### src/rtl/div_issue_ctrl.sv
// Issue-side controller for the SRT-4 divider: request handshake, fixed-latency
// result capture timed by a tag pipe, and a credit-protected result FIFO.
module div_issue_ctrl #(
  parameter int TAG_W      = 8,
  parameter int LAT        = 3,
  parameter int FIFO_DEPTH = 8
) (
  input  logic             clk,
  input  logic             rst,
  input  logic             in_valid,
  output logic             in_ready,
  input  logic [10:0]      in_x,
  input  logic [10:0]      in_d,
  input  logic             in_f,
  input  logic [TAG_W-1:0] in_tag,
  output logic             div_clken,
  output logic             div_validin,
  output logic [10:0]      div_x,
  output logic [10:0]      div_d,
  output logic             div_f,
  input  logic [9:0]       div_q,
  output logic             out_valid,
  input  logic             out_ready,
  output logic [9:0]       out_q,
  output logic [TAG_W-1:0] out_tag,
  output logic             out_dz
);
  localparam int PW = $clog2(FIFO_DEPTH);
  localparam int CW = PW + 1;
  localparam int SW = CW + 1;
  localparam logic [SW-1:0] DEPTH_L = SW'(FIFO_DEPTH);

  typedef struct packed {
    logic [TAG_W-1:0] tag;
    logic             dz;
    logic             f;
  } tag_ent_t;

  typedef struct packed {
    logic [9:0]       q;
    logic [TAG_W-1:0] tag;
    logic             dz;
  } res_ent_t;

  logic                      rst_released;
  logic [LAT:0]              vld_pipe;
  tag_ent_t [LAT:0]          ent_pipe;
  tag_ent_t                  new_ent;
  res_ent_t                  wr_ent;
  res_ent_t [FIFO_DEPTH-1:0] mem;
  logic [PW-1:0]             wr_ptr;
  logic [PW-1:0]             rd_ptr;
  logic [CW-1:0]             fifo_cnt;
  logic [CW-1:0]             inflight;
  logic [SW-1:0]             credit_used;
  logic                      accept;
  logic                      fifo_wr;
  logic                      fifo_rd;

  // Every accepted request owns a FIFO slot until it is popped, so the
  // divider can run free with no stall path back from the output.
  assign credit_used = {1'b0, inflight} + {1'b0, fifo_cnt};
  assign in_ready    = rst_released & (credit_used < DEPTH_L);
  assign accept      = in_valid & in_ready;
  assign fifo_wr     = vld_pipe[LAT];
  assign fifo_rd     = out_valid & out_ready;
  assign div_validin = vld_pipe[0];

  always_comb begin
    new_ent     = '0;
    new_ent.tag = in_tag;
    new_ent.dz  = (in_d == 11'd0);
    new_ent.f   = in_f;
  end

  // Divide-by-zero results are synthesized here; the divider output is ignored.
  always_comb begin
    wr_ent     = '0;
    wr_ent.q   = ent_pipe[LAT].dz ? {ent_pipe[LAT].f, 9'h1FF} : div_q;
    wr_ent.tag = ent_pipe[LAT].tag;
    wr_ent.dz  = ent_pipe[LAT].dz;
  end

  // Stage 0 is loaded on the accept edge; stage LAT lines up with div_q.
  always_ff @(posedge clk) begin
    if (!rst) begin
      rst_released <= 1'b0;
      div_clken    <= 1'b0;
      div_x        <= '0;
      div_d        <= '0;
      div_f        <= 1'b0;
      vld_pipe     <= '0;
      ent_pipe     <= '0;
      inflight     <= '0;
    end else begin
      rst_released <= 1'b1;
      div_clken    <= 1'b1;
      vld_pipe     <= {vld_pipe[LAT-1:0], accept};
      ent_pipe     <= {ent_pipe[LAT-1:0], new_ent};
      // Operands hold between requests: the divider samples them every cycle.
      if (accept) begin
        div_x <= in_x;
        div_d <= in_d;
        div_f <= in_f;
      end
      case ({accept, fifo_wr})
        2'b10:   inflight <= inflight + CW'(1);
        2'b01:   inflight <= inflight - CW'(1);
        default: ;
      endcase
    end
  end

  always_ff @(posedge clk) begin
    if (!rst) begin
      mem      <= '0;
      wr_ptr   <= '0;
      rd_ptr   <= '0;
      fifo_cnt <= '0;
    end else begin
      if (fifo_wr) begin
        mem[wr_ptr] <= wr_ent;
        wr_ptr      <= wr_ptr + PW'(1);
      end
      if (fifo_rd) rd_ptr <= rd_ptr + PW'(1);
      case ({fifo_wr, fifo_rd})
        2'b10:   fifo_cnt <= fifo_cnt + CW'(1);
        2'b01:   fifo_cnt <= fifo_cnt - CW'(1);
        default: ;
      endcase
    end
  end

  // Show-ahead head entry straight from the storage registers.
  assign out_valid = (fifo_cnt != '0);
  assign out_q     = mem[rd_ptr].q;
  assign out_tag   = mem[rd_ptr].tag;
  assign out_dz    = mem[rd_ptr].dz;

endmodule

### config.mk
export PLATFORM = sky130hd
export DESIGN_NAME = div_issue_ctrl
export DESIGN_NICKNAME = d
export VERILOG_FILES = /design/src/rtl/div_issue_ctrl.sv
export SDC_FILE = /design/constraint.sdc
export NUM_CORES = 1
export LEC_CHECK = 0
export ABC_AREA = 1
export CORE_ASPECT_RATIO = 1.25
export CORE_UTILIZATION = 35
export CTS_CLUSTER_SIZE = 10
export DETAILED_ROUTE_END_ITERATION = 10
export PLACE_DENSITY = 0.49
export SLEW_MARGIN = 20
export SYNTH_ARGS = -nofsm -noshare
export SYNTH_HDL_FRONTEND = slang
export SYNTH_SLANG_ARGS = --single-unit
### constraint.sdc
create_clock -name clk -period 5.9 [get_ports clk]
set_clock_uncertainty 0.15 [all_clocks]
set_input_delay 0.59 -clock clk [delete_from_list [all_inputs] [get_ports clk]]
set_output_delay 0.59 -clock clk [all_outputs]
set_load 0.02 [all_outputs]
; ---- After elaboration in Yosys (flattened, before gate mapping)
; Cells that the tools add are included.
; Widths: inputs -> output; s select.
[totals]
input_bits = 45
regBits = 234
[op_classes]
bitwise = 3
n_eq_ne = 4
n_lt_le_gt_ge = 4
n_addsub = 7
muxes = 9
n_reduce_logical = 5
[ops]
columns = cell, n
row1 = $bwmux 152, 1
row2 = $bmux 19 s3, 1
row3 = $demux 19 s3, 1
row4 = $mux 19, 2
row5 = $pmux 4 s2, 2
row6 = $logic_not 11->1, 1
row7 = $mux 10, 1
row8 = $add 4x1->4 const B, 2
row9 = $lt 3x4->1 const B, 2
row10 = $sub 4x1->4 const B, 2
row11 = $add 3x1->3 const B, 2
row12 = $add 4x4->5, 1
row13 = $lt 5x4->1 const B, 1
row14 = $eq 2x1->1 const B, 2
row15 = $eq 2x2->1 const B, 2
row16 = $reduce_bool 2->1, 2
row17 = $reduce_bool 4->1, 1
row18 = $and 1x1->1, 3
row19 = $ge 3x1->1 const B, 1
row20 = $logic_and 1x1->1, 1
row21 = $mux 1, 1

; ---- Longest topological paths before layout
; Gate-level depths: netlist of the first run.
[logic_depth]
word_depth = 6
depth_mapped = 16

; ---- Least setup slack after synthesis of the first run
; OpenSTA, ideal clock, no wires.
[synth_timing]
path_kind = register -> register
startpoint = register fifo_cnt[3]
endpoint = register inflight[3]
stages_incl_launch_ff = 17
setup_slack_ps = 3452
setup_time_ps = 72
t_arrival_ps = 2226
required_time_ps = 5678
cell_sequence = dfxtp_1 ha_1 nor2_1 nand2_1 nor2_1 nand3_1 buf_4 buf_4 ha_1 ha_1 nand2_1 nand2_1 nor2_1 nand2_1 nand2_1 nand2_1 a21oi_1
[synth_via]
elab_chain_len = 6
[synth_rtl]
columns = item, line
row1 = from (decl), 53  ; logic [CW-1:0] fifo_cnt;
row2 = from (signal assigned), 127  ; 2'b10: fifo_cnt <= fifo_cnt + CW'(1);
row3 = from (signal assigned), 128  ; 2'b01: fifo_cnt <= fifo_cnt - CW'(1);
row4 = $add 4x4->5 (*), 62  ; assign credit_used = {1'b0, inflight} + {1'b0, fifo_cnt};
row5 = $lt 5x4->1 (*), 63  ; assign in_ready = rst_released & (credit_used < DEPTH_L);
row6 = $and 1x1->1 (*), 63
row7 = $and 1x1->1 (*), 64  ; assign accept = in_valid & in_ready;
row8 = $eq 2x1->1 / $eq 2x2->1 (equally long branches), 106  ; case ({accept, fifo_wr})
row9 = $pmux 4 s2 / $reduce_bool 2->1 (equally long branches), n/a
row10 = to (signal assigned), 107  ; 2'b10: inflight <= inflight + CW'(1);
row11 = to (signal assigned), 108  ; 2'b01: inflight <= inflight - CW'(1);
row12 = to (decl), 54  ; logic [CW-1:0] inflight;
; Every way passes the cells marked *; elsewhere a longest branch is shown, timed or not.
; A chain may end at the register's enable or synchronous reset.

; ---- Worst setup path in the final report of the first run
[layout_timing]
startpoint = register rd_ptr[0]
endpoint = output port out_tag[6]
[layout_via]
elab_chain_len = 2
[layout_rtl]
columns = item, line
row1 = from (decl), 52  ; logic [PW-1:0] rd_ptr;
row2 = from (signal assigned), 125  ; if (fifo_rd) rd_ptr <= rd_ptr + PW'(1);
row3 = $bmux 19 s3, 137  ; assign out_tag = mem[rd_ptr].tag;
row4 = $mux 19, n/a
row5 = to (decl), 25  ; output logic [TAG_W-1:0] out_tag,
; Every way passes these cells. The select of a mux whose other input is x is not followed.

==> impl_metrics.env, run 1 <==
export IMPL_grt_ovfl_total=0
export IMPL_crit_top_cell="nand2_1"
export IMPL_status="complete, no violations"
export IMPL_netlist_instances=1374
export IMPL_ctsHtreeMaxLevel=1
export IMPL_arrival_ns=3.12
export IMPL_p_total_w=0.00449
export IMPL_drt_total_wl_mm=28.6
export IMPL_yosysTopAreaCellShare_pct=47.9
export IMPL_synthSimpleGateAreaFrac_pct=25.1
export IMPL_max_stage_delay_ns=0.71
export IMPL_slew_headroom_pct=33.3
export IMPL_rows=68
export IMPL_path_clk_slew_ns=0.05
export IMPL_tightest_slew_ns=1.00
export IMPL_dpl_hpwl_mm=16.1
export IMPL_crit_family="buffers and inverters"
export IMPL_drc_errors=0
export IMPL_finalCriticalPeriod_ns=3.86
export IMPL_seqPwrFrac_pct=37.3
export IMPL_die_h_um=189
export IMPL_cts_root_buffer="clkbuf_16"
export IMPL_drv_slew=0
export IMPL_cp_required_ns=5.16
export IMPL_wl_met2_mm=13.4
export IMPL_io_pins=91
export IMPL_endpoint_kind="output pin"
export IMPL_synth_compound_area_share_pct=15.6
export IMPL_cp_start_kind="register"
export IMPL_io_buffers=90
export IMPL_vias=8550
export IMPL_switchingPower_w=0.00148
export IMPL_final_nets=1474
export IMPL_finalHoldViolations=0
export IMPL_cts_sinks=234
export IMPL_track_usage_pct=20.2
export IMPL_antenna_found_initial=0
export IMPL_synthXorXnorAreaFrac_pct=0.627
export IMPL_wl_met1_mm=12.7
export IMPL_ys_seq_area_share_pct=47.9
export IMPL_grt_pass1_vias=8197
export IMPL_coreArea_sq_um=27600
export IMPL_fin_area_sq_um=11500
export IMPL_avgSynthCellArea_sq_um=7.12
export IMPL_combPwrFrac_pct=28.9
export IMPL_synth_nets=1432
export IMPL_p_clk_share_pct=33.8
export IMPL_ir_drop_v=0.000271
export IMPL_final_common_cell="nor2_1"
export IMPL_drv_cap=0
export IMPL_grt_pass1_wl_mm=44.9
export IMPL_die_area_sq_um=28600
export IMPL_rsz0062_at_grt="false"
export IMPL_pwr_density_cell_nw_per_um2=389
export IMPL_ant_nets=0
export IMPL_synth_area_top_cells="dfxtp_1 48%, nor2_1 16%, o21ai_0 11%"
export IMPL_hold_path_class="register to register"
export IMPL_highest_layer="met4"
export IMPL_routed_wl_met3_mm=1.67
export IMPL_setup_violations=0
export IMPL_synthDistinctLibCells=31
export IMPL_cts_resized=0
export IMPL_fmax_mhz=259
export IMPL_p_int_w=0.00301
export IMPL_gp_congestion=0.748
export IMPL_drtIter0Drc=372
export IMPL_layout_drive_gt1_share_pct=5.62
export IMPL_fin_util_pct=41.8
export IMPL_crit_chain="inv_2 -> buf_4 -> o21ai_0 -> o22ai_1 -> nand2_1 -> nand2_1 -> clkdlybuf4s50_1"
export IMPL_fin_crit_sh_pct=65.5
export IMPL_syn_area_sq_um=9780
export IMPL_p_sw_share_pct=33.0
export IMPL_clk_latency_ns=0.52
export IMPL_grt_max_degree=133
export IMPL_worst_path_buf_inv=3
export IMPL_ys_ff_latch=234
export IMPL_viasPerCell=4.82
export IMPL_die_w_um=152
export IMPL_area_growth_synth_to_final_pct=17.9
export IMPL_initial_core_util_pct=35.5
export IMPL_antenna_diode_count=0
export IMPL_crit_type="register to output pin"
export IMPL_numCtsBuffers=28
export IMPL_yosys_area_top_type="dfxtp_1"
export IMPL_ys_warn_count=0
export IMPL_synth_top_family_by_area="simple AND/OR/NAND/NOR gates"
export IMPL_post_cts_setup_buffers=0
export IMPL_cts_tree="built"
export IMPL_synthMuxAreaShare_pct=0
export IMPL_cts_max_path_buffers=3
export IMPL_p_leak_nw=5.02
export IMPL_dr_pass1_iters=4
export IMPL_wl_per_cell_um=16.1
export IMPL_setup_tns_ns=0
export IMPL_cp_max_fo=55
export IMPL_ctsHoldBuffers=0
export IMPL_final_cell_mix="416 x nor2_1, 233 x dfxtp_1, 224 x o21ai_0"
export IMPL_placed_cell_area_sq_um=10700
export IMPL_crit_path_top_delay_cell="inv_2"
export IMPL_synthAdderAreaFrac_pct=1.82
export IMPL_r2r_setup_slack_ns=2.63
metal layers:
metal  up-vias  global-route usage, %
met2       216                   34.5
met1      3879                   25.1
li1       4405                      -
met5         -                      0
met4         0                   6.74
met3        50                   3.95
state kept, by name, indices dropped and copies added (netlist names):
| register | flops |
|---|---|
| mem | 152 |
| rst_released | 1 |
| div_x | 11 |
| div_d | 11 |
| rd_ptr | 3 |
| fifo_cnt | 4 |
| ent_pipe | 40 |
| div_f | 1 |
| vld_pipe | 4 |
| inflight | 4 |
| wr_ptr | 3 |
worst register-to-register path: cells and delay by family (launching register included):
family / cells / cell delay (ns)
compound gates: 1 / 0.10
fa+ha+maj: 3 / 1.18
flops: 1 / 0.36
simple gates: 10 / 1.40
layout make-up:
class                      instances  area, sq um
clock inverter                     1         8.76
multi-input combinational        945         4230
clock buffer                      37          766
sequential                       234         4690
inverter                         104          395
timing repair buffer             103         1000
fill                            2947        16000
tap                              350          438
power groups by stage:
stage	registers, W	logic, W	clock network (W)
after global routing	0.00168	0.00144	0.00163
after global placement	0.00171	0.00130	0
after detailed placement	0.00171	0.00130	0
final	0.00167	0.00130	0.00152
after CTS	0.00167	0.00130	0.00157
after floorplan	0.00173	0.000801	0
per-stage QoR:
| step | worst slack [ns] | cells | hold WS, ns |
|---|---|---|---|
| 6_report | 2.04 | 1774 | 0.258 |
| 2_1_floorplan | 3.45 | 1374 | 0.240 |
| 3_3_place_gp | 2.41 | 1736 | 0.244 |
| 5_1_grt | 1.81 | 1774 | 0.272 |
| 3_5_place_dp | 2.40 | 1736 | 0.246 |
| 4_1_cts | 2.01 | 1774 | 0.258 |
cells in the mapped netlist, drive strengths merged:
master  instances
o21a            1
xnor2           4
o22ai          36
and2            1
nor4            3
buf            36
o21ai         238
clkinv          6
a21oi          21
ha             11
nor2          429
dfxtp         234
nor3            1
or2             9
inv            98
nand2         177
nand3           8
clkbuf         55
and3            1
fa              2
xor2            3
cell families (layout without fill, tap and decap cells):
logic type | count (synthesis) | after routing
DFF | 234 | 234
buffers and inverters | 195 | 245
AOI/OAI and AO/OA | 296 | 296
xor gates and xnor gates | 7 | 7
and+or+nand+nor | 629 | 629
adders and majority gates | 13 | 13
path summary, 6_finish.rpt:
kind,startpoint,endpoint,cells after the start
max,rd_ptr[0]$_SDFFE_PN0P_,out_tag[6],7
min,ent_pipe[4]$_SDFF_PN0_,ent_pipe[14]$_SDFF_PN0_,2
max reg2reg,fifo_cnt[3]$_SDFFE_PN0P_,inflight[3]$_SDFFE_PN0P_,14
min reg2reg,ent_pipe[4]$_SDFF_PN0_,ent_pipe[14]$_SDFF_PN0_,2
Power figures use the tool's default switching activity.
==> inputs of run 2 (changes only) <==
--- a/config.mk
+++ b/config.mk
@@ -10,7 +10,7 @@
 export CORE_UTILIZATION = 35
 export CTS_CLUSTER_SIZE = 10
 export DETAILED_ROUTE_END_ITERATION = 10
-export PLACE_DENSITY = 0.49
+export PLACE_DENSITY = 0.51
 export SLEW_MARGIN = 20
 export SYNTH_ARGS = -nofsm -noshare
 export SYNTH_HDL_FRONTEND = slang
==> constraint.sdc (replaced) <==
create_clock -name clk -period 3.1 [get_ports clk]
set_clock_uncertainty 0.15 [all_clocks]
set_input_delay 0.31 -clock clk [delete_from_list [all_inputs] [get_ports clk]]
set_output_delay 0.31 -clock clk [all_outputs]
set_load 0.02 [all_outputs]
==> impl_metrics.env, run 2 (same netlist as run 1, synthesis figures left out) <==
export IMPL_hold_path_class="input port to register"
export IMPL_worst_path_buf_inv=3
export IMPL_final_cell_mix="416 x nor2_1, 233 x dfxtp_1, 224 x o21ai_0"
export IMPL_dpl_hpwl_mm=17.0
export IMPL_die_h_um=189
export IMPL_drv_cap=0
export IMPL_rsz0062_at_grt="false"
export IMPL_p_total_w=0.00872
export IMPL_rows=68
export IMPL_crit_family="buffers and inverters"
export IMPL_place_ws_ns=0.676
export IMPL_r2r_end="inflight[3]$_SDFFE_PN0P_"
export IMPL_setup_violations=0
export IMPL_coreArea_sq_um=27600
export IMPL_die_w_um=152
export IMPL_cp_required_ns=2.64
export IMPL_min_path_cells=3
export IMPL_r2r_start="fifo_cnt[1]$_SDFFE_PN0P_"
export IMPL_antenna_found_initial=0
export IMPL_tightest_slew_ns=0.854
export IMPL_crit_top_cell="nand2_1"
export IMPL_io_buffers=90
export IMPL_wl_per_cell_um=16.1
export IMPL_endpoint_kind="output pin"
export IMPL_drv_slew=0
export IMPL_fillers=2893
export IMPL_crit_chain="clkinv_1 -> buf_4 -> nand2_1 -> nand2_1 -> clkdlybuf4s50_1"
export IMPL_crit_type="register to output pin"
export IMPL_layout_drive_gt1_share_pct=6.53
export IMPL_setup_tns_ns=0
export IMPL_fmax_mhz=337
export IMPL_cts_root_buffer="clkbuf_16"
export IMPL_regMostFlops="mem"
export IMPL_cts_sinks=234
export IMPL_dp_cells=1749
export IMPL_track_usage_pct=20.4
export IMPL_ir_drop_v=0.000415
export IMPL_drc_errors=0
export IMPL_top_regs="mem x152, ent_pipe x40"
export IMPL_grt_ovfl_total=0
export IMPL_finalHoldViolations=0
export IMPL_antenna_diode_count=0
export IMPL_gp_congestion=0.765
export IMPL_initial_core_util_pct=35.5
export IMPL_fin_crit_sh_pct=95.8
export IMPL_cp_start_kind="register"
export IMPL_max_stage_delay_ns=0.58
export IMPL_area_growth_synth_to_final_pct=19.9
export IMPL_pwr_density_cell_nw_per_um2=744
export IMPL_die_area_sq_um=28600
export IMPL_final_common_cell="nor2_1"
export IMPL_cp_max_fo=14
export IMPL_clk_latency_ns=0.53
export IMPL_largest_reg_flops=152
export IMPL_drtIter0Drc=498
export IMPL_crit_path_top_delay_cell="clkinv_1"
export IMPL_post_cts_setup_buffers=0
export IMPL_ant_nets=0
export IMPL_io_pins=91
export IMPL_grt_pass1_wl_mm=45.2
export IMPL_stdcell_count=1790
export IMPL_min_to="ent_pipe[4]$_SDFF_PN0_"
export IMPL_setup_slack_ns=0.131
export IMPL_viasPerCell=4.82
export IMPL_cts_tree="built"
export IMPL_dr_pass1_iters=5
export IMPL_finalCriticalPeriod_ns=2.97
export IMPL_drt_total_wl_mm=28.9
export IMPL_slew_headroom_pct=43.1
export IMPL_status="complete, no violations"
export IMPL_grt_max_degree=185
export IMPL_reg2regPathDepth=14
export IMPL_vias=8621
export IMPL_r2r_setup_slack_ns=0.75
export IMPL_final_nets=1488
export IMPL_ctsHtreeMaxLevel=1
export IMPL_worst_hold_slack_ns=0.161
export IMPL_cts_max_path_buffers=3
export IMPL_path_clk_slew_ns=0.06
export IMPL_numCtsBuffers=28
export IMPL_arrival_ns=2.51
export IMPL_hp_start="in_tag[2]"
export IMPL_grt_pass1_vias=8229
export IMPL_p_leak_nw=5.13
## run 2: layout make-up
cell class                      instances  area, sq um  area share (%)
Sequential cell                       234         4690            40.0
Clock buffer                           39          783            6.68
Tap cell                              350          438            3.74
Inverter                              104          395            3.37
Multi-Input combinational cell        945         4230            36.1
Timing Repair Buffer                  117         1160            9.90
Clock inverter                          1         30.0           0.256
## run 2: worst min-delay path: stages
cell             delay (ns)
clkdlybuf4s50_1        0.39
nand2_1                0.06
inv_1                  0.03
## run 2: how the worst max path moves through the flow
| stage | from | end | slack (ns) | depth (start not counted) |
|---|---|---|---|---|
| 2_1_floorplan | fifo_cnt[3]$_SDFFE_PN0P_ | inflight[3]$_SDFFE_PN0P_ | 0.65 | 16 |
| 3_3_place_gp | rd_ptr[2]$_SDFFE_PN0P_ | out_q[7] | 0.68 | 5 |
| 3_5_place_dp | out_ready | fifo_cnt[3]$_SDFFE_PN0P_ | 0.68 | 12 |
| 4_1_cts | rd_ptr[2]$_SDFFE_PN0P_ | out_q[5] | 0.11 | 5 |
| 5_1_grt | rd_ptr[0]$_SDFFE_PN0P_ | out_tag[4] | 0.005 | 7 |
| 6_report | rd_ptr[2]$_SDFFE_PN0P_ | out_q[7] | 0.13 | 5 |
## run 2: through the flow
step	instance area [sq um]	utilization [%]
after floorplan	9780	-
after global placement	10900	39.5
after detailed placement	10900	39.5
after CTS	11700	42.5
after global routing	11700	42.5
final	11700	42.5
## run 2: where the power goes
part | internal (W) | switching (W)
combinational | 0.000984 | 0.00154
sequential | 0.00312 | 0.0000757
clock | 0.00180 | 0.00121
## run 2: per-layer routing
metal | vias to the layer above | wire [um] | GRT usage (%)
met2 | 208 | 14000 | 35.4
li1 | 4441 | - | -
met1 | 3931 | 12700 | 25.7
met5 | - | 0 | 0
met4 | 0 | 520 | 4.99
met3 | 41 | 1650 | 4.12
## run 2: what timing repair did
| item | CTS | global route |
|---|---|---|
| setup endpoints to repair | 0 | 1 |
| gates resized for setup | 0 | 1 |
| endpoints found under the hold margin | 6 | 0 |
| hold buffers | 1 | 0 |
